## src/rtl/handshake_rr_arbiter.sv

```systemverilog
`default_nettype none
// +--------------------------------------------------------------------------+
// | Module      : handshake_rr_arbiter                                       |
// | Description : Round-robin merge of N_PORTS 4-phase request channels onto |
// |               one 4-phase output channel. Async lreq/rack inputs are     |
// |               synchronised; one transfer in flight at a time.            |
// | Options     : define ARB_STATS_EN to add xfer_cnt and port_hit outputs.  |
// | Revision    : 1.0 - initial release                                      |
// +--------------------------------------------------------------------------+
module handshake_rr_arbiter #(
  parameter int N_PORTS     = 4,
  parameter int WIDTH       = 8,
  parameter int SYNC_STAGES = 2
) (
  input  logic                       clk,
  input  logic                       rst,
  input  logic [N_PORTS-1:0]         lreq,
  output logic [N_PORTS-1:0]         lack,
  input  logic [N_PORTS*WIDTH-1:0]   ldata,
  output logic                       rreq,
  input  logic                       rack,
  output logic [WIDTH-1:0]           rdata,
  output logic [$clog2(N_PORTS)-1:0] grant_id,
  output logic                       busy
`ifdef ARB_STATS_EN
  ,
  output logic [15:0]                xfer_cnt,
  output logic [N_PORTS-1:0]         port_hit
`endif
);

  localparam int              PTR_W     = $clog2(N_PORTS);
  localparam logic [PTR_W:0]  C_N_PORTS = (PTR_W+1)'(N_PORTS);
  localparam logic [PTR_W-1:0] C_ONE    = PTR_W'(1);

  typedef enum logic [1:0] {
    S_IDLE = 2'd0,
    S_SEND = 2'd1,
    S_ACK  = 2'd2
  } state_t;

  // (base + off) mod N_PORTS, valid for base, off < N_PORTS
  function automatic logic [PTR_W-1:0] f_wrap_add(input logic [PTR_W-1:0] base,
                                                  input logic [PTR_W-1:0] off);
    logic [PTR_W:0] sum;
    sum = {1'b0, base} + {1'b0, off};
    if (sum >= C_N_PORTS) sum = sum - C_N_PORTS;
    return sum[PTR_W-1:0];
  endfunction

  logic [SYNC_STAGES-1:0][N_PORTS-1:0] r_lreq_sync;
  logic [SYNC_STAGES-1:0]              r_rack_sync;
  logic [N_PORTS-1:0]                  w_lreq_s;
  logic                                w_rack_s;

  state_t             r_state, w_state_next;
  logic               r_rreq, w_rreq_next;
  logic [N_PORTS-1:0] r_lack, w_lack_next;
  logic [WIDTH-1:0]   r_rdata, w_rdata_next;
  logic [PTR_W-1:0]   r_grant, w_grant_next;
  logic [PTR_W-1:0]   r_ptr, w_ptr_next;
  logic               w_found;
  logic [PTR_W-1:0]   w_winner;
  logic [PTR_W-1:0]   w_idx;

  // Multi-flop synchronisers for the asynchronous handshake inputs
  always_ff @(posedge clk or posedge rst) begin
    if (rst) begin
      r_lreq_sync <= '0;
      r_rack_sync <= '0;
    end else begin
      r_lreq_sync <= {r_lreq_sync[SYNC_STAGES-2:0], lreq};
      r_rack_sync <= {r_rack_sync[SYNC_STAGES-2:0], rack};
    end
  end

  assign w_lreq_s = r_lreq_sync[SYNC_STAGES-1];
  assign w_rack_s = r_rack_sync[SYNC_STAGES-1];

  // Rotating priority search: first synced request at ptr, ptr+1, ... (wrapping)
  always_comb begin
    w_found  = 1'b0;
    w_winner = '0;
    w_idx    = '0;
    for (int i = N_PORTS - 1; i >= 0; i--) begin
      w_idx = f_wrap_add(r_ptr, PTR_W'(i));
      if (w_lreq_s[w_idx]) begin
        w_found  = 1'b1;
        w_winner = w_idx;
      end
    end
  end

  // Next-state and registered-output logic of the handshake FSM
  always_comb begin
    w_state_next = r_state;
    w_rreq_next  = r_rreq;
    w_lack_next  = r_lack;
    w_rdata_next = r_rdata;
    w_grant_next = r_grant;
    w_ptr_next   = r_ptr;
    case (r_state)
      S_IDLE: begin
        if (w_found) begin
          w_rdata_next = ldata[w_winner*WIDTH +: WIDTH];
          w_grant_next = w_winner;
          w_rreq_next  = 1'b1;
          w_state_next = S_SEND;
        end
      end
      S_SEND: begin
        if (w_rack_s) begin
          w_rreq_next           = 1'b0;
          w_lack_next           = '0;
          w_lack_next[r_grant]  = 1'b1;
          w_state_next          = S_ACK;
        end
      end
      S_ACK: begin
        // Requiring the granted lreq to fall first prevents a stale request
        // from being granted twice.
        if (!w_rack_s && !w_lreq_s[r_grant]) begin
          w_lack_next  = '0;
          w_ptr_next   = f_wrap_add(r_grant, C_ONE);
          w_state_next = S_IDLE;
        end
      end
      default: begin
        w_rreq_next  = 1'b0;
        w_lack_next  = '0;
        w_state_next = S_IDLE;
      end
    endcase
  end

  // State and output registers
  always_ff @(posedge clk or posedge rst) begin
    if (rst) begin
      r_state <= S_IDLE;
      r_rreq  <= 1'b0;
      r_lack  <= '0;
      r_rdata <= '0;
      r_grant <= '0;
      r_ptr   <= '0;
    end else begin
      r_state <= w_state_next;
      r_rreq  <= w_rreq_next;
      r_lack  <= w_lack_next;
      r_rdata <= w_rdata_next;
      r_grant <= w_grant_next;
      r_ptr   <= w_ptr_next;
    end
  end

  assign lack     = r_lack;
  assign rreq     = r_rreq;
  assign rdata    = r_rdata;
  assign grant_id = r_grant;
  assign busy     = (r_state != S_IDLE);

`ifdef ARB_STATS_EN
  logic [15:0]        r_xfer_cnt;
  logic [N_PORTS-1:0] r_port_hit;
  logic               w_xfer_done;
  logic               w_grant_evt;

  assign w_xfer_done = (r_state == S_ACK)  && (w_state_next == S_IDLE);
  assign w_grant_evt = (r_state == S_IDLE) && (w_state_next == S_SEND);

  // Completed-transfer counter (wraps) and sticky per-port grant flags
  always_ff @(posedge clk or posedge rst) begin
    if (rst) begin
      r_xfer_cnt <= '0;
      r_port_hit <= '0;
    end else begin
      if (w_xfer_done) r_xfer_cnt <= r_xfer_cnt + 16'd1;
      if (w_grant_evt) r_port_hit[w_winner] <= 1'b1;
    end
  end

  assign xfer_cnt = r_xfer_cnt;
  assign port_hit = r_port_hit;
`else
  // Statistics outputs are not present in this build.
`endif

endmodule
`default_nettype wire
```

## config.mk

```make
export PLATFORM = sky130hd
export DESIGN_NAME = handshake_rr_arbiter
export DESIGN_NICKNAME = d
export VERILOG_FILES = /design/src/rtl/handshake_rr_arbiter.sv
export SDC_FILE = /design/constraint.sdc
export NUM_CORES = 1
export LEC_CHECK = 0
export ABC_CLOCK_PERIOD_IN_PS = 4900
export BUFFER_PORTS_ARGS = -buffer_cell sky130_fd_sc_hd__buf_2
export CAP_MARGIN = 20
export CORE_UTILIZATION = 41
export DETAILED_ROUTE_END_ITERATION = 7
export GPL_TIMING_DRIVEN = 1
export PLACE_DENSITY_LB_ADDON = 0.1
export SYNTH_ARGS = -nofsm -noshare
export SYNTH_HDL_FRONTEND = slang
export SYNTH_SLANG_ARGS = --single-unit
```

## constraint.sdc

```tcl
create_clock -name clk -period 4.9 [get_ports clk]
set_clock_uncertainty 0.05 [all_clocks]
set_input_delay 1.47 -clock clk [delete_from_list [all_inputs] [get_ports clk]]
set_output_delay 1.47 -clock clk [all_outputs]
set_load 0.05 [all_outputs]
```

==> results of run 1 <==
[layout by cell type, fill, tap and decap left out, types with 2 or more instances in the layout]
| cell | netlist | final |
|---|---|---|
| a21oi_1 | 2 | 2 |
| nor2_1 | 6 | 6 |
| bufinv_16 | 0 | 2 |
| or2_1 | 2 | 2 |
| o21ai_0 | 4 | 4 |
| buf_2 | 1 | 54 |
| inv_1 | 5 | 5 |
| o221ai_1 | 8 | 8 |
| clkbuf_4 | 0 | 5 |
| nor2b_1 | 3 | 3 |
| mux2i_1 | 16 | 16 |
| ha_1 | 4 | 4 |
| dfrtp_1 | 29 | 29 |
| nand4b_1 | 4 | 4 |
| nand2_1 | 20 | 20 |
| o22ai_1 | 3 | 2 |
[registers in the layout (all words and copies together) (netlist names)]
register     flops
rdata            8
r_ptr            2
rreq             1
r_lreq_sync      4
lack             4
grant_id         2
w_lreq_s         4
r_rack_sync      2
r_state          2
[layer usage]
layer  up-vias  share of wire (%)  track usage, %
met4         0                2.8            12.3
met3         8                5.5            5.97
met2        32                 49            25.7
met5         -                  0               0
met1       543                 42            18.9
li1        553                  -               -
[through the flow]
step | setup WS (ns) | cells | area (um2)
finish | 2.00 | 225 | 1830
global route | 1.94 | 225 | 1830
CTS | 2.00 | 223 | 1790
detailed placement | 2.38 | 215 | 1680
global placement | 2.42 | 215 | 1680
floorplan | 2.57 | 125 | 1400
[final cells by class]
type,count,area [um2],share of cell area (%)
well taps,44,55.1,3.01
repair buffers,56,313,17.1
multi-input cells,83,614,33.6
inverters,5,18.8,1.03
flip-flops and latches,29,726,39.7
clock inverters,3,65.1,3.56
clock buffers,5,37.5,2.05
[critical path, delay by kind of cell (launching register included)]
family	cells	cell delay (ns)
AND/OR/NAND/NOR	1	0.30
buffers and inverters	1	0.22
flip-flops	1	0.53
[final timing paths]
check	from	end	slack, ns	cells past startpoint
max in group asynchronous	rst	grant_id[1]$_DFFE_PP0P_	3.36	3
worst max register to register	w_lreq_s[3]$_DFF_PP0_	rdata[6]$_DFFE_PP0P_	2.63	4
min in group asynchronous	rst	rdata[1]$_DFFE_PP0P_	1.02	2
worst max-delay path	r_state[0]$_DFFE_PP0P_	busy	2.00	2
worst min register to register	r_lreq_sync[1]$_DFF_PP0_	w_lreq_s[1]$_DFF_PP0_	0.31	0
worst min-delay path	r_lreq_sync[1]$_DFF_PP0_	w_lreq_s[1]$_DFF_PP0_	0.31	0
[cell families after synthesis]
kind of cell,after synthesis,synth area share [%]
adders and majority gates,4,3.57
buffers and inverters,13,4.99
AOI/OAI and AO/OA,20,10.3
muxes,18,13.8
DFF,29,51.7
and+or+nand+nor,41,15.6
[cell usage after synthesis]
master	n
o221ai_1	8
clkbuf_1	5
a21o_1	1
buf_2	1
or2_1	2
nand2_1	20
mux2_1	1
o221a_1	1
dfrtp_1	29
nor2_1	6
inv_1	5
o22ai_1	3
buf_12	1
nand4b_1	4
nor3_1	1
nand3b_1	1
mux2i_1	16
ha_1	4
or2_0	1
o21ai_0	4
nand2b_1	1
a21oi_1	2
buf_4	1
mux4_2	1
nor4b_4	1
nor4_1	1
a211oi_1	1
nor2b_1	3
[power groups by stage]
| stage | logic (mW) | registers (mW) | clock network, mW |
|---|---|---|---|
| global route | 0.622 | 0.403 | 0.262 |
| CTS | 0.576 | 0.390 | 0.250 |
| detailed placement | 0.577 | 0.396 | 0 |
| finish | 0.581 | 0.392 | 0.246 |
| floorplan | 0.294 | 0.562 | 0 |
| global placement | 0.566 | 0.389 | 0 |
==> results.json, run 1 <==
{
  "status": "complete, no violations",
  "dieArea_um2": 3660,
  "die_y_um": 60.5,
  "finalPower_mw": 1.22,
  "layout.nets": 223,
  "hold_buffers": 0,
  "yosys_warnings": 0,
  "critPathMaxStageDelay_ns": 0.53,
  "areaGrowthSynthToFinish_pct": 30.3,
  "numCtsBuffers": 5,
  "finalHoldViolCount": 0,
  "hold_ws_ns": 0.308,
  "rows": 20,
  "numClockSinks": 29,
  "cp_max_fo": 12,
  "drv_cap": 0,
  "ir_drop_uv": 327,
  "relSlewSlack_pct": 64.7,
  "start_util_pct": 44.5,
  "power.density_nw_per_um2": 666,
  "synth_top_area_share_pct": 51.7,
  "synth.area.top_cells": "dfrtp_1 (52%), mux2i_1 (11%), nand2_1 (5.3%), o221ai_1 (5.0%), ha_1 (3.6%)",
  "antenna_cells": 0,
  "ys_ff_latch": 29,
  "track_usage_pct": 16.6,
  "report.final.slew_viol_count": 0,
  "finalCritPeriodShare_pct": 59.2,
  "intPower_mw": 0.663,
  "grt-ovfl-total": 0,
  "critPathKind": "reg2out",
  "cts_tree": "done",
  "post_cts.repair.setup_buffers": 0,
  "wl_mm": 2.85,
  "combPwrFrac_pct": 47.6,
  "viasPerCell": 5.05,
  "fmax_mhz": 345,
  "worst_skew_pair.late_latency_ns": 0.34,
  "vias": 1136,
  "rsz0062_at_grt": "false",
  "hold_class": "reg2reg",
  "numPortBuffers": 54,
  "synth-seq-area-share_pct": 51.7,
  "htreeDepth": 2,
  "io_pins": 55,
  "wl_per_cell_um": 12.7,
  "cp-end-kind": "output pin",
  "worstPathCellList": "or2_1, buf_2",
  "drc": 0,
  "worst_pin_slew_ns": 0.530,
  "grt_pass1_vias": 1004,
  "grt_max_degree": 30,
  "root_buffer": "clkbuf_4",
  "power_switching_mw": 0.556,
  "grt_pass1_wl_mm": 4.20,
  "p_sw_share_pct": 45.6,
  "nFillCells": 293,
  "clockBufferDepth": 2,
  "syn-instance-count": 125,
  "syn_avg_cell_area_um2": 11.2,
  "setup_viol": 0,
  "post-route-util_pct": 58.0,
  "tns_ns": 0,
  "p_clk_share_pct": 20.2,
  "critPathLaunchType": "register",
  "ant_nets": 0,
  "antenna_found_initial": 0,
  "die_width_um": 60.5,
  "clk_pin_slew_ns": 0.10,
  "cpMaxStageDelayCell": "dfrtp_1",
  "syn_area_um2": 1400,
  "synth_area_leader_cell": "dfrtp_1",
  "dp_hpwl_mm": 2.09,
  "cts-resized-gates": 0,
  "gp_routability_congestion": 0.714,
  "drtPass1Iterations": 4,
  "p_leak_nw": 0.963,
  "cp.required_ns": 3.38,
  "core_um2": 3150,
  "fin_crit_ns": 2.90,
  "syn_nets": 168,
  "seqPwrFrac_pct": 32.1,
  "critPathArrivalTime_ns": 1.38,
  "drt_iter0_markers": 56,
  "drive_gt1_share_pct": 37.0,
  "synthDistinctLibCells": 28
}
(Power assumes the default switching activity.)
==> inputs of run 2 (changes only) <==
- ABC_CLOCK_PERIOD_IN_PS: 4900 -> 2400
- clock period: 4.9 -> 2.4 ns (I/O delays scaled with it)
==> results.json, run 2 (same netlist as run 1, synthesis figures left out) <==
{
  "core_um2": 3150,
  "finalHoldViolCount": 0,
  "fin_crit_ns": 2.05,
  "hold_ws_ns": 0.303,
  "die_width_um": 60.5,
  "power.density_nw_per_um2": 1280,
  "antenna_cells": 0,
  "antenna_found_initial": 0,
  "dp_cells": 219,
  "finalPower_mw": 2.26,
  "drive_gt1_share_pct": 37.2,
  "numClockSinks": 29,
  "fmax_mhz": 488,
  "finalCritPeriodShare_pct": 85.3,
  "critPathMaxStageDelay_ns": 0.48,
  "post_cts.repair.setup_buffers": 0,
  "gp_routability_congestion": 0.807,
  "rsz0062_at_grt": "false",
  "numCtsBuffers": 5,
  "multi_input_area_um2": 614,
  "final_cell_mix": "buf_2 (54), dfrtp_1 (29), nand2_1 (20), mux2i_1 (16), o221ai_1 (8)",
  "dieArea_um2": 3660,
  "relSlewSlack_pct": 64.6,
  "worst_pin_slew_ns": 0.531,
  "worstPathCellList": "or2_1, buf_2",
  "grt_pass1_wl_mm": 4.40,
  "critPathKind": "reg2out",
  "cts-resized-gates": 0,
  "start_util_pct": 44.5,
  "critical_path.top_delay_family": "flip-flops",
  "layout.nets": 225,
  "grt-ovfl-total": 0,
  "wl_mm": 2.86,
  "die_y_um": 60.5,
  "root_buffer": "clkbuf_4",
  "numPortBuffers": 54,
  "viasPerCell": 5.01,
  "cts_tree": "done",
  "cp-end-kind": "output pin",
  "drtPass1Iterations": 4,
  "post-route-util_pct": 56.0,
  "cp.required_ns": 1.63,
  "cp_max_fo": 12,
  "status": "complete, no violations",
  "io_pins": 55,
  "report.final.slew_viol_count": 0,
  "largest_register_ffs": 8,
  "rows": 20,
  "layout.cells.non_filler": 227,
  "tns_ns": 0,
  "hold_buffers": 0,
  "drc": 0,
  "vias": 1138,
  "ant_nets": 0,
  "stdcell_area_um2": 1770,
  "pre_cts_ws_ns": 0.436,
  "areaGrowthSynthToFinish_pct": 25.8,
  "htreeDepth": 2,
  "clockBufferDepth": 2,
  "hold_class": "reg2reg",
  "drv_cap": 0,
  "wl_per_cell_um": 12.6,
  "timing.final.ws_setup_ns": 0.352,
  "grt_pass1_vias": 1010,
  "nFillCells": 311,
  "critPathArrivalTime_ns": 1.28,
  "register_area_um2": 726,
  "clk_pin_slew_ns": 0.08,
  "setup_viol": 0,
  "placed_cell_area_um2": 1710,
  "worst-path-buf-inv": 1,
  "ir_drop_uv": 553,
  "dp_hpwl_mm": 2.14,
  "critPathLaunchType": "register",
  "p_leak_nw": 0.938,
  "grt_max_degree": 30,
  "drt_iter0_markers": 21,
  "layout_commonest_cell": "buf_2",
  "track_usage_pct": 17.1,
  "worst_skew_pair.late_latency_ns": 0.32,
  "cpMaxStageDelayCell": "dfrtp_1"
}
[run 2: cell types whose count changed in the layout (fill, tap and decap cells not counted), sizes merged]
cell,delta
clkbuf,+1
bufinv,-2
buf,+2
clkinv,+1
[run 2: worst paths after layout]
kind | depth (start not counted) | end | slack (ns) | startpoint
max reg2reg | 4 | rdata[3]$_DFFE_PP0P_ | 0.44 | w_lreq_s[3]$_DFF_PP0_
max | 2 | busy | 0.35 | r_state[1]$_DFFE_PP0P_
min reg2reg | 0 | r_rack_sync[1]$_DFF_PP0_ | 0.30 | r_rack_sync[0]$_DFF_PP0_
min | 0 | r_rack_sync[1]$_DFF_PP0_ | 0.30 | r_rack_sync[0]$_DFF_PP0_
min in group asynchronous | 3 | grant_id[1]$_DFFE_PP0P_ | 0.40 | rst
max in group asynchronous | 3 | w_lreq_s[3]$_DFF_PP0_ | 1.62 | rst
[run 2: layer usage]
layer,vias to the layer above,share of wire [%],GRT usage [%]
met2,36,49,26.7
met4,0,0.73,10.7
met3,2,5.2,4.48
met5,-,0,0
met1,541,45,21.1
li1,559,-,-
[run 2: cell type report]
type	count	area share, %
Clock buffer	6	2.34
Clock inverter	2	0.567
Inverter	5	1.06
Multi-Input combinational cell	83	34.8
Sequential cell	29	41.1
Tap cell	44	3.12
Timing Repair Buffer	58	17.0
[run 2: power breakdown]
group	leakage [nW]	internal [mW]	switching (mW)
Clock	0.0320	0.111	0.157
Combinational	0.552	0.399	0.824
Sequential	0.354	0.645	0.129
Total	0.938	1.15	1.11
==> inputs of run 3 (changes only) <==
- ABC_AREA: default -> 1
==> results.json, run 3 <==
{
  "status": "complete, no violations",
  "numPortBuffers": 54,
  "die_y_um": 66.1,
  "antenna_cells": 0,
  "track_usage_pct": 18.5,
  "rows": 22,
  "critPathLaunchType": "register",
  "cts_tree": "done",
  "wl_met1_mm": 1.83,
  "worst-path-buf-inv": 2,
  "pre_cts_ws_ns": 0.435,
  "synthTopCellsByCount": "nand2_1 (57), nand3_1 (37), dfrtp_1 (29)",
  "wl_mm": 3.54,
  "stdcell_area_um2": 2110,
  "synthDistinctLibCells": 23,
  "largest_register_ffs": 8,
  "numClockSinks": 29,
  "areaGrowthSynthToFinish_pct": 25.6,
  "grt_pass1_wl_mm": 6.01,
  "finalHoldViolCount": 0,
  "yosys_warnings": 0,
  "cp_max_fo": 4,
  "dieArea_um2": 4360,
  "syn_avg_cell_area_um2": 7.72,
  "hold_buffers": 0,
  "p_leak_nw": 1.18,
  "worstPathCellList": "nor2_1, inv_1, buf_2",
  "hold_class": "reg2reg",
  "start_util_pct": 44.3,
  "syn_nets": 261,
  "report.final.slew_viol_count": 0,
  "synth_edf_count": 0,
  "dp_hpwl_mm": 2.75,
  "drtPass1Iterations": 4,
  "fmax_mhz": 496,
  "synth_top_area_share_pct": 43.1,
  "layout.nets": 320,
  "layout_commonest_cell": "nand2_1",
  "worst_pin_slew_ns": 0.519,
  "ys_ff_latch": 29,
  "drc": 0,
  "clockBufferDepth": 2,
  "nFillCells": 389,
  "htreeDepth": 2,
  "rsz0062_at_grt": "false",
  "drv_cap": 0,
  "core_um2": 3800,
  "grt_max_degree": 30,
  "power.density_nw_per_um2": 1610,
  "ant_nets": 0,
  "cp-end-kind": "output pin",
  "root_buffer": "clkbuf_8",
  "vias": 1504,
  "fin_crit_ns": 2.02,
  "timing.final.ws_setup_ns": 0.382,
  "hold_ws_ns": 0.295,
  "synth.area.top_cells": "dfrtp_1 (43%), nand2_1 (13%), nand3_1 (11%), inv_1 (5.6%), o21ai_0 (4.2%)",
  "finalCritPeriodShare_pct": 84.1,
  "async_flop_share_pct": 100,
  "drt_iter0_markers": 98,
  "setup_viol": 0,
  "clk_pin_slew_ns": 0.07,
  "cts-resized-gates": 0,
  "critPathMaxStageDelay_ns": 0.41,
  "wl_met3_um": 171,
  "placed_cell_area_um2": 1990,
  "relSlewSlack_pct": 65.0,
  "synth_ff_type": "dfrtp_1",
  "multi_input_area_um2": 815,
  "syn_area_um2": 1680,
  "cpMaxStageDelayCell": "dfrtp_1",
  "cp.required_ns": 1.63,
  "post_cts.repair.setup_buffers": 0,
  "gp_routability_congestion": 0.804,
  "worst_skew_pair.late_latency_ns": 0.28,
  "synth_area_leader_cell": "dfrtp_1",
  "antenna_found_initial": 0,
  "final_cell_mix": "nand2_1 (57), buf_2 (54), nand3_1 (37), dfrtp_1 (29), inv_1 (25)",
  "critical_path.top_delay_family": "flip-flops",
  "routed-wl-met2_mm": 1.48,
  "io_pins": 55,
  "critPathKind": "reg2out",
  "synth-seq-area-share_pct": 43.1,
  "drive_gt1_share_pct": 31.3,
  "yosys.cell_count.top_type": "nand2_1",
  "die_width_um": 66.1,
  "critPathArrivalTime_ns": 1.25,
  "tns_ns": 0,
  "syn-instance-count": 218,
  "wl_per_cell_um": 10.9,
  "viasPerCell": 4.61,
  "register_area_um2": 726,
  "topRoutingLayerUsed": "met4",
  "ir_drop_uv": 793,
  "grt-ovfl-total": 0,
  "numCtsBuffers": 5,
  "grt_pass1_vias": 1280
}
-- run 3: area by class of cell --
cell class              count  area share (%)
well taps                  48            2.84
flip-flops and latches     29            34.3
clock inverters             2            1.78
clock buffers               6            3.91
multi-input cells         156            38.5
repair buffers             55            13.1
inverters                  30            5.45
-- run 3: kinds of logic (layout without fill, tap and decap cells) --
family                   count (synthesis)  after routing  synth area share [%]
AO/OA/AOI/OAI                           21             21                  6.32
XOR/XNOR                                 1              1                 0.521
AND/OR/NAND/NOR                        130            130                  38.6
flip-flops                              29             29                  43.1
buffers and inverters                   33             93                  8.48
adder cells (fa/ha/maj)                  4              4                  2.97
-- run 3: layer usage --
layer | GRT usage [%] | vias to the layer above
met1 | 27.9 | 652
met2 | 25.1 | 42
met3 | 3.79 | 5
met4 | 7.98 | 0
met5 | 0 | -
li1 | - | 805
-- run 3: per-stage QoR --
step           std cells  total power, mW  utilization [%]
6_report             326             3.41             55.6
5_1_grt              326             3.72             55.6
4_1_cts              326             3.45             55.6
3_5_place_dp         318             2.92             52.5
3_3_place_gp         318             2.90             52.5
2_1_floorplan        218             2.52                -
-- run 3: final timing paths --
path | start | end | slack (ns) | cells after the start
min | r_lreq_sync[3]$_DFF_PP0_ | w_lreq_s[3]$_DFF_PP0_ | 0.29 | 0
min in group asynchronous | rst | w_lreq_s[3]$_DFF_PP0_ | 0.44 | 3
max in group asynchronous | rst | w_lreq_s[0]$_DFF_PP0_ | 1.59 | 3
min reg2reg | r_lreq_sync[3]$_DFF_PP0_ | w_lreq_s[3]$_DFF_PP0_ | 0.29 | 0
max reg2reg | r_ptr[0]$_DFFE_PP0P_ | rdata[5]$_DFFE_PP0P_ | 0.41 | 12
max | r_state[1]$_DFFE_PP0P_ | busy | 0.38 | 3
-- run 3: power breakdown --
part,leakage (nW),internal [mW],total (mW),switching [mW]
Clock,0.0574,0.337,0.522,0.185
Sequential,0.350,0.659,0.805,0.146
Combinational,0.773,0.590,2.08,1.49
